[config.mk]
export PLATFORM = sky130hd
export DESIGN_NAME = eth_frame_rx
export DESIGN_NICKNAME = d
export VERILOG_FILES = /design/src/rtl/eth_frame_rx.sv
export SDC_FILE = /design/constraint.sdc
export NUM_CORES = 1
export LEC_CHECK = 0
export BUFFER_PORTS_ARGS = -buffer_cell sky130_fd_sc_hd__buf_2
export CORE_AREA = 2 2 108 188
export CTS_CLUSTER_DIAMETER = 100
export DETAILED_ROUTE_END_ITERATION = 8
export DIE_AREA = 0 0 110 190
export GPL_ROUTABILITY_DRIVEN = 0
export HOLD_SLACK_MARGIN = 0.02
export SLEW_MARGIN = 20
export SYNTH_ARGS = -nofsm -noshare
export SYNTH_HDL_FRONTEND = slang
export SYNTH_SLANG_ARGS = --single-unit
export TNS_END_PERCENT = 10
[constraint.sdc]
create_clock -name iclk -period 2.58 [get_ports iclk]
set_input_delay 0.387 -clock iclk [delete_from_list [all_inputs] [get_ports iclk]]
set_output_delay 0.387 -clock iclk [all_outputs]
set_load 0.02 [all_outputs]
[src/rtl/eth_frame_rx.sv]
// Ethernet frame receiver: hunts preamble/SFD, captures DA/SA/length, forwards the
// data field and checks the trailing FCS against a CRC32 taken over the data bytes only.
module eth_frame_rx #(
  parameter int pMAX_LEN = 1500,
  parameter int pMIN_PRE = 6
) (
  input  logic        iclk,
  input  logic        irst_n,
  input  logic [7:0]  idata_byte,
  input  logic        ivalid,
  output logic [2:0]  ost,
  output logic [7:0]  odata_byte,
  output logic        odata_valid,
  output logic [47:0] odaddr,
  output logic [47:0] osaddr,
  output logic [10:0] olen,
  output logic        oframe_done,
  output logic        ocrc_ok,
  output logic [1:0]  oerr
);

  localparam logic [2:0] ST_IDLE     = 3'd0;
  localparam logic [2:0] ST_PREAMBLE = 3'd1;
  localparam logic [2:0] ST_DROP     = 3'd2;
  localparam logic [2:0] ST_DADDR    = 3'd3;
  localparam logic [2:0] ST_SADDR    = 3'd4;
  localparam logic [2:0] ST_LENTYPE  = 3'd5;
  localparam logic [2:0] ST_DATA     = 3'd6;
  localparam logic [2:0] ST_FCS      = 3'd7;

  localparam logic [3:0]  MIN_PRE = 4'(pMIN_PRE);
  localparam logic [15:0] MAX_LEN = 16'(pMAX_LEN);
  localparam logic [31:0] POLY    = 32'h04C1_1DB7;

  // Byte-wise CRC32, MSB of the byte enters first, no reflection or inversion.
  function automatic logic [31:0] crc32_d8(input logic [7:0] d, input logic [31:0] c);
    logic [31:0] r;
    r = c;
    for (int i = 7; i >= 0; i--) begin
      if (r[31] ^ d[i]) r = {r[30:0], 1'b0} ^ POLY;
      else              r = {r[30:0], 1'b0};
    end
    return r;
  endfunction

  logic [2:0]  st_reg, st_next;
  logic [3:0]  pre_cnt_reg, pre_cnt_next;
  logic [2:0]  idx_reg, idx_next;
  logic [10:0] data_cnt_reg, data_cnt_next;
  logic [7:0]  len_hi_reg, len_hi_next;
  logic [31:0] crc_reg, crc_next;
  logic        mismatch_reg, mismatch_next;
  logic [7:0]  data_byte_reg, data_byte_next;
  logic        data_valid_reg, data_valid_next;
  logic [47:0] daddr_reg, daddr_next;
  logic [47:0] saddr_reg, saddr_next;
  logic [10:0] len_reg, len_next;
  logic        done_reg, done_next;
  logic        crc_ok_reg, crc_ok_next;
  logic [1:0]  err_reg, err_next;

  logic [15:0] len_field;
  logic        len_ok;
  logic        sfd_ok;
  logic [7:0]  fcs_exp;

  // The length check uses the full 16-bit field, before truncation to 11 bits.
  assign len_field = {len_hi_reg, idata_byte};
  assign len_ok    = (len_field != 16'd0) && (len_field <= MAX_LEN);
  assign sfd_ok    = (idata_byte == 8'hD5) && (pre_cnt_reg >= MIN_PRE);

  always_comb begin
    case (idx_reg[1:0])
      2'd0:    fcs_exp = crc_reg[31:24];
      2'd1:    fcs_exp = crc_reg[23:16];
      2'd2:    fcs_exp = crc_reg[15:8];
      default: fcs_exp = crc_reg[7:0];
    endcase
  end

  always_ff @(posedge iclk or negedge irst_n) begin
    if (!irst_n) st_reg <= ST_IDLE;
    else         st_reg <= st_next;
  end

  always_comb begin
    st_next = st_reg;
    if (!ivalid) begin
      st_next = ST_IDLE;
    end else begin
      case (st_reg)
        ST_IDLE:     if (idata_byte == 8'h55) st_next = ST_PREAMBLE;
        ST_PREAMBLE: begin
          if (sfd_ok)                        st_next = ST_DADDR;
          else if (idata_byte != 8'h55)      st_next = ST_IDLE;
        end
        ST_DROP:     st_next = ST_DROP;
        ST_DADDR:    if (idx_reg == 3'd5) st_next = ST_SADDR;
        ST_SADDR:    if (idx_reg == 3'd5) st_next = ST_LENTYPE;
        ST_LENTYPE:  if (idx_reg == 3'd1) st_next = len_ok ? ST_DATA : ST_DROP;
        ST_DATA:     if (data_cnt_reg == 11'd1) st_next = ST_FCS;
        ST_FCS:      if (idx_reg == 3'd3) st_next = ST_IDLE;
        default:     st_next = ST_IDLE;
      endcase
    end
  end

  always_comb begin
    pre_cnt_next    = pre_cnt_reg;
    idx_next        = idx_reg;
    data_cnt_next   = data_cnt_reg;
    len_hi_next     = len_hi_reg;
    crc_next        = crc_reg;
    mismatch_next   = mismatch_reg;
    data_byte_next  = data_byte_reg;
    data_valid_next = 1'b0;
    daddr_next      = daddr_reg;
    saddr_next      = saddr_reg;
    len_next        = len_reg;
    done_next       = 1'b0;
    crc_ok_next     = crc_ok_reg;
    err_next        = 2'b00;
    if (!ivalid) begin
      idx_next = 3'd0;
      // Losing ivalid anywhere from the first DA byte to the last FCS byte is a truncation.
      if (st_reg >= ST_DADDR) err_next = 2'b01;
    end else begin
      case (st_reg)
        ST_IDLE: if (idata_byte == 8'h55) pre_cnt_next = 4'd1;
        ST_PREAMBLE: begin
          if (idata_byte == 8'h55) begin
            if (pre_cnt_reg != 4'd15) pre_cnt_next = pre_cnt_reg + 4'd1;
          end else if (sfd_ok) begin
            idx_next      = 3'd0;
            crc_next      = 32'd0;
            mismatch_next = 1'b0;
          end
        end
        ST_DADDR: begin
          daddr_next = {daddr_reg[39:0], idata_byte};
          idx_next   = (idx_reg == 3'd5) ? 3'd0 : idx_reg + 3'd1;
        end
        ST_SADDR: begin
          saddr_next = {saddr_reg[39:0], idata_byte};
          idx_next   = (idx_reg == 3'd5) ? 3'd0 : idx_reg + 3'd1;
        end
        ST_LENTYPE: begin
          if (idx_reg == 3'd0) begin
            len_hi_next = idata_byte;
            idx_next    = 3'd1;
          end else begin
            idx_next = 3'd0;
            if (len_ok) begin
              len_next      = len_field[10:0];
              data_cnt_next = len_field[10:0];
            end else begin
              err_next = 2'b10;
            end
          end
        end
        ST_DATA: begin
          data_byte_next  = idata_byte;
          data_valid_next = 1'b1;
          crc_next        = crc32_d8(idata_byte, crc_reg);
          data_cnt_next   = data_cnt_reg - 11'd1;
        end
        ST_FCS: begin
          mismatch_next = mismatch_reg | (idata_byte != fcs_exp);
          if (idx_reg == 3'd3) begin
            idx_next    = 3'd0;
            done_next   = 1'b1;
            crc_ok_next = ~mismatch_next;
          end else begin
            idx_next = idx_reg + 3'd1;
          end
        end
        default: ;
      endcase
    end
  end

  always_ff @(posedge iclk or negedge irst_n) begin
    if (!irst_n) begin
      pre_cnt_reg    <= '0;
      idx_reg        <= '0;
      data_cnt_reg   <= '0;
      len_hi_reg     <= '0;
      crc_reg        <= '0;
      mismatch_reg   <= 1'b0;
      data_byte_reg  <= '0;
      data_valid_reg <= 1'b0;
      daddr_reg      <= '0;
      saddr_reg      <= '0;
      len_reg        <= '0;
      done_reg       <= 1'b0;
      crc_ok_reg     <= 1'b0;
      err_reg        <= '0;
    end else begin
      pre_cnt_reg    <= pre_cnt_next;
      idx_reg        <= idx_next;
      data_cnt_reg   <= data_cnt_next;
      len_hi_reg     <= len_hi_next;
      crc_reg        <= crc_next;
      mismatch_reg   <= mismatch_next;
      data_byte_reg  <= data_byte_next;
      data_valid_reg <= data_valid_next;
      daddr_reg      <= daddr_next;
      saddr_reg      <= saddr_next;
      len_reg        <= len_next;
      done_reg       <= done_next;
      crc_ok_reg     <= crc_ok_next;
      err_reg        <= err_next;
    end
  end

  assign ost         = st_reg;
  assign odata_byte  = data_byte_reg;
  assign odata_valid = data_valid_reg;
  assign odaddr      = daddr_reg;
  assign osaddr      = saddr_reg;
  assign olen        = len_reg;
  assign oframe_done = done_reg;
  assign ocrc_ok     = crc_ok_reg;
  assign oerr        = err_reg;

endmodule
==> Yosys cells after proc, flatten, opt, wreduce, memory -nomap -nowiden <==
Cells that the tools add are included.
Widths: inputs -> output; s select.
{ "totals": {"regBits": 182, "output_inout_bits": 123, "wordCells": 162} }
{ "op_classes": {"add_sub_neg": 3, "n_lt_le_gt_ge": 3, "n_eq_ne": 35, "mux": 64, "bitwise_logic": 19, "reduce_logical": 23} }
{ "ops": {"columns": ["operator", "count"], "rows": [
  ["$mux 32", 16],
  ["$mux 27", 8],
  ["$not 14->14", 8],
  ["$pmux 32 s2", 1],
  ["$mux 3", 15],
  ["$ne 3x3->1 const B", 8],
  ["$pmux 3 s8", 1],
  ["$pmux 8 s3", 1],
  ["$mux 11", 2],
  ["$pmux 11 s2", 1],
  ["$le 16x11->1 const B", 1],
  ["$reduce_and 4->1", 4],
  ["$reduce_bool 16->1", 1],
  ["$eq 3x3->1 const B", 5],
  ["$ne 2x2->1 const B", 7],
  ["$mux 4", 3],
  ["$pmux 3 s4", 1],
  ["$eq 11x1->1 const B", 1],
  ["$sub 11x1->11 const B", 1],
  ["$eq 3x2->1 const B", 3],
  ["$mux 1", 9],
  ["$reduce_and 3->1", 3],
  ["$eq 8x7->1 const B", 1],
  ["$eq 8x8->1 const B", 1],
  ["25 further kinds", 45]
]} }

==> Longest topological paths before layout <==
{ "logic_depth": {"ltp_word": 31, "depth_mapped": 9} }

==> Worst setup path before layout <==
OpenSTA, ideal clock, no wires.
{ "synth_path": {"path_kind": "register -> register", "from": "reg idx_reg[0]", "to": "reg crc_ok_reg, in the netlist ocrc_ok", "setup_time_ns": 0.065, "t_arrival_ns": 2.084, "slack_ns": 0.431, "path_stages_with_launch": 10, "n_path_buf": 1, "synth_period_minus_slack_ns": 2.149, "cell_sequence": "dfrtp_1 -> inv_1 -> ha_1 -> clkbuf_1 -> a222oi_1 -> xor2_1 -> nor2_1 -> a31o_2 -> nor4_1 -> mux2_2"} }
{ "synth_between": {"elab_chain_len": 5, "word_cells_on_any_way": 9, "classes_between": "4 x eq/ne; 1 x mux; 2 x bitwise; 2 x reduce/logical"} }
{ "synth_rtl": {"columns": ["item", "line", "text"], "rows": [
  ["start, declared", "48", "logic [2:0] idx_reg, idx_next;"],
  ["start signal, assigned", "200", "idx_reg <= idx_next;"],
  ["$eq 2x2->1, or another cell as far along", "73", "case (idx_reg[1:0])"],
  ["$pmux 8 s3", "73", null],
  ["$ne 8x8->1", "168", "mismatch_next = mismatch_reg | (idata_byte != fcs_exp);"],
  ["$or 1x1->1", "168", null],
  ["$not 1->1", "172", "crc_ok_next = ~mismatch_next;"],
  ["end signal, assigned", "211", "crc_ok_reg <= crc_ok_next;"],
  ["end, declared", "59", "logic crc_ok_reg, crc_ok_next;"]
]} }
Parallel ways exist; a longest one is shown, timed or not.
A chain may end at the register's enable or synchronous reset.

==> Worst setup path in the final report <==
{ "layout_path": {"from": "reg idx_reg[0]", "to": "reg data_cnt_reg[6]"} }
{ "layout_between": {"elab_chain_len": 3} }
{ "layout_rtl": {"columns": ["item", "line", "text"], "rows": [
  ["$logic_not 3->1", "148", "if (idx_reg == 3'd0) begin"],
  ["$ne 2x2->1 (no line)", null, null],
  ["$reduce_and 4->1 (no line)", null, null],
  ["end signal, assigned", "201", "data_cnt_reg <= data_cnt_next;"],
  ["end, declared", "49", "logic [10:0] data_cnt_reg, data_cnt_next;"]
]} }
No other way between the ends.

==> metrics <==
full die area=0.0209 mm^2; IO Count=134; pin count of the biggest net entering global routing=59; Worst Path Max Fanout=16; Via density=5.57; WS Path Type=reg -> reg; CTS clk-pin slew, worst paths=0.07 ns; H-tree Lvls=4; DIE HEIGHT=190 um; final hold viol count=0; share of layout cells above drive strength 1=39.3%; unique cell type count in the Yosys netlist=66; Core Rows=68; DR WL/cell=20.1 um; startpoint types=register; Sum Neg Setup Slack=0 ns; Yosys reg bits=182; cell with the most instances after synthesis=dfrtp_1; core area=0.0195 mm^2; Pwr Density=564 mW/mm^2; CTS Buffer Depth=2; Via Count=6,099; vias in the first global route=6,211; Antenna diodes=0; all-layer global routing usage=21.6%; crit path time final=2.37 ns; syn nets=709; f_max=422 MHz; Congestion Overflow GR=0; max_cap viols=0; number of port buffers=133; Critical Path Sink Type=register; crit path DAT=2.71 ns; Initial Util=44.0%; Synth area leaders=dfrtp_1 (53%), mux2_2 (14%), xnor2_1 (4.4%), a22o_1 (3.1%), xor2_1 (2.6%); Antenna Nets Post-Route=0; # nets final=857; Slew Viols, Final=0; Post-synth EDFFs=0; WL final=22,000 um; filler cell count=1,709; Static Leak=5.25 nW; DP HPWL=16,200 um; top cells by count, synth=dfrtp_1 (182), mux2_2 (109), xnor2_1 (43); outcome=complete, no violations; headroom to the max-slew limit=56.4%; Synth top area share=53.1%; Synth area leader=dfrtp_1; YS warnings=0; CTS tree=yes; sequential share of the synthesized area=53.1%; overall power=5.81 mW; Root Driver=clkbuf_16; area delta synth->final=19.9%; Horiz. Die Dim=110 um; initial antenna violation count=0; endpoints failing setup=0; Hold WC Path Type=in -> reg; Syn Inst Count=688; # DRC=0; maximum VDD drop=0.385 mV; skew final=0.0108 ns; syn_area_per_cell=12.5 um^2; RSZ-0062 raised after global routing=no; period utilisation layout=91.9%; number of DRC markers in iteration 0=380; first-pass GRT wire length=34,300 um; Req. time, crit path=2.92 ns; 1st-pass router iterations=5; Post-Syn Area=0.00858 mm^2; Post-synth ARST share=100%; Main synth FF type=dfrtp_1; worst-skew pair later-pin latency=0.43 ns; CTS Buf Count=17; CTS sink cnt=182; Slew @ Worst Pin=0.648 ns
## critical path, cell delays in order, from the launching register on
cell,delay [ns]
dfrtp_1,0.43
inv_1,0.09
ha_1,0.21
nor2b_1,0.16
nor3_1,0.57
and2_1,0.24
a21oi_2,0.17
buf_4,0.20
o211ai_1,0.20
## report_power, final
| part | total, mW | switching, mW | internal, mW |
|---|---|---|---|
| Clock | 2.54 | 1.16 | 1.38 |
| Sequential | 2.86 | 0.00578 | 2.86 |
| Combinational | 0.406 | 0.253 | 0.153 |
| Total | 5.81 | 1.42 | 4.39 |
## cell usage in the layout, fill, tap and decap left out, types with 17 or more instances in the layout
cell	n
nor2_1	27
buf_4	31
xnor2_1	43
buf_2	132
mux2_2	109
o21ai_0	22
a21oi_1	21
nand2_1	39
dfrtp_1	182
xor2_1	25
clkbuf_16	17
a22o_1	30
## logic make-up (layout without fill, tap and decap cells)
family	after synthesis	count (layout)	synth area share (%)
buf+inv	55	216	2.96
fa+ha+maj	10	10	1.46
flops	182	182	53.1
xor+xnor	80	80	9.61
compound gates	128	128	11.0
simple gates	123	123	7.42
mux	110	110	14.5
## path summary, 6_finish.rpt
| path | startpoint | to | slack, ns | depth (start not counted) |
|---|---|---|---|---|
| hold reg to reg | odata_byte[2] | odata_byte[2] | 0.48 | 2 |
| setup / recovery | idx_reg[0] | data_cnt_reg[6] | 0.21 | 8 |
| min in group asynchronous | irst_n | oframe_done | 0.48 | 2 |
| setup reg to reg | idx_reg[0] | data_cnt_reg[6] | 0.21 | 8 |
| hold / removal | idata_byte[2] | odata_byte[2] | 0.29 | 3 |
| max in group asynchronous | irst_n | osaddr[8] | 1.34 | 3 |
## routing by layer
layer  track usage, %  part of all wire (%)  vias to the layer above
li1                 -                     -                     2774
met1             24.4                    37                     3047
met2             37.9                    54                      211
met3             3.49                   3.9                       67
met4             11.4                   4.7                        0
met5                0                     0                        -
## through the flow
step	setup slack, ns	instances	instance area [um^2]	utilization, %	hold slack (ns)
global route	0.0438	1094	10300	52.8	0.310
detailed placement	0.179	1061	9700	49.8	0.374
global placement	0.277	1061	9700	49.8	0.366
floorplan	0.431	688	8580	-	0.0914
finish	0.210	1094	10300	52.8	0.290
CTS	0.200	1094	10300	52.8	0.270
## repair_timing
item	in CTS	in global routing
hold buffers	1	0
setup endpoints to repair	0	1
endpoints found under the hold margin	47	0
gates resized for setup	0	1
setup buffers	0	0
## layout make-up
class	instances	area, um^2	area share [%]
clock buffers	20	447	4.34
clock inverters	12	121	1.18
inverters	14	52.6	0.511
multi-input cells	451	3790	36.8
flip-flops and latches	182	4550	44.3
well taps	245	307	2.98
repair buffers	170	1010	9.86
Note: power is estimated with default switching activity, not from simulation.
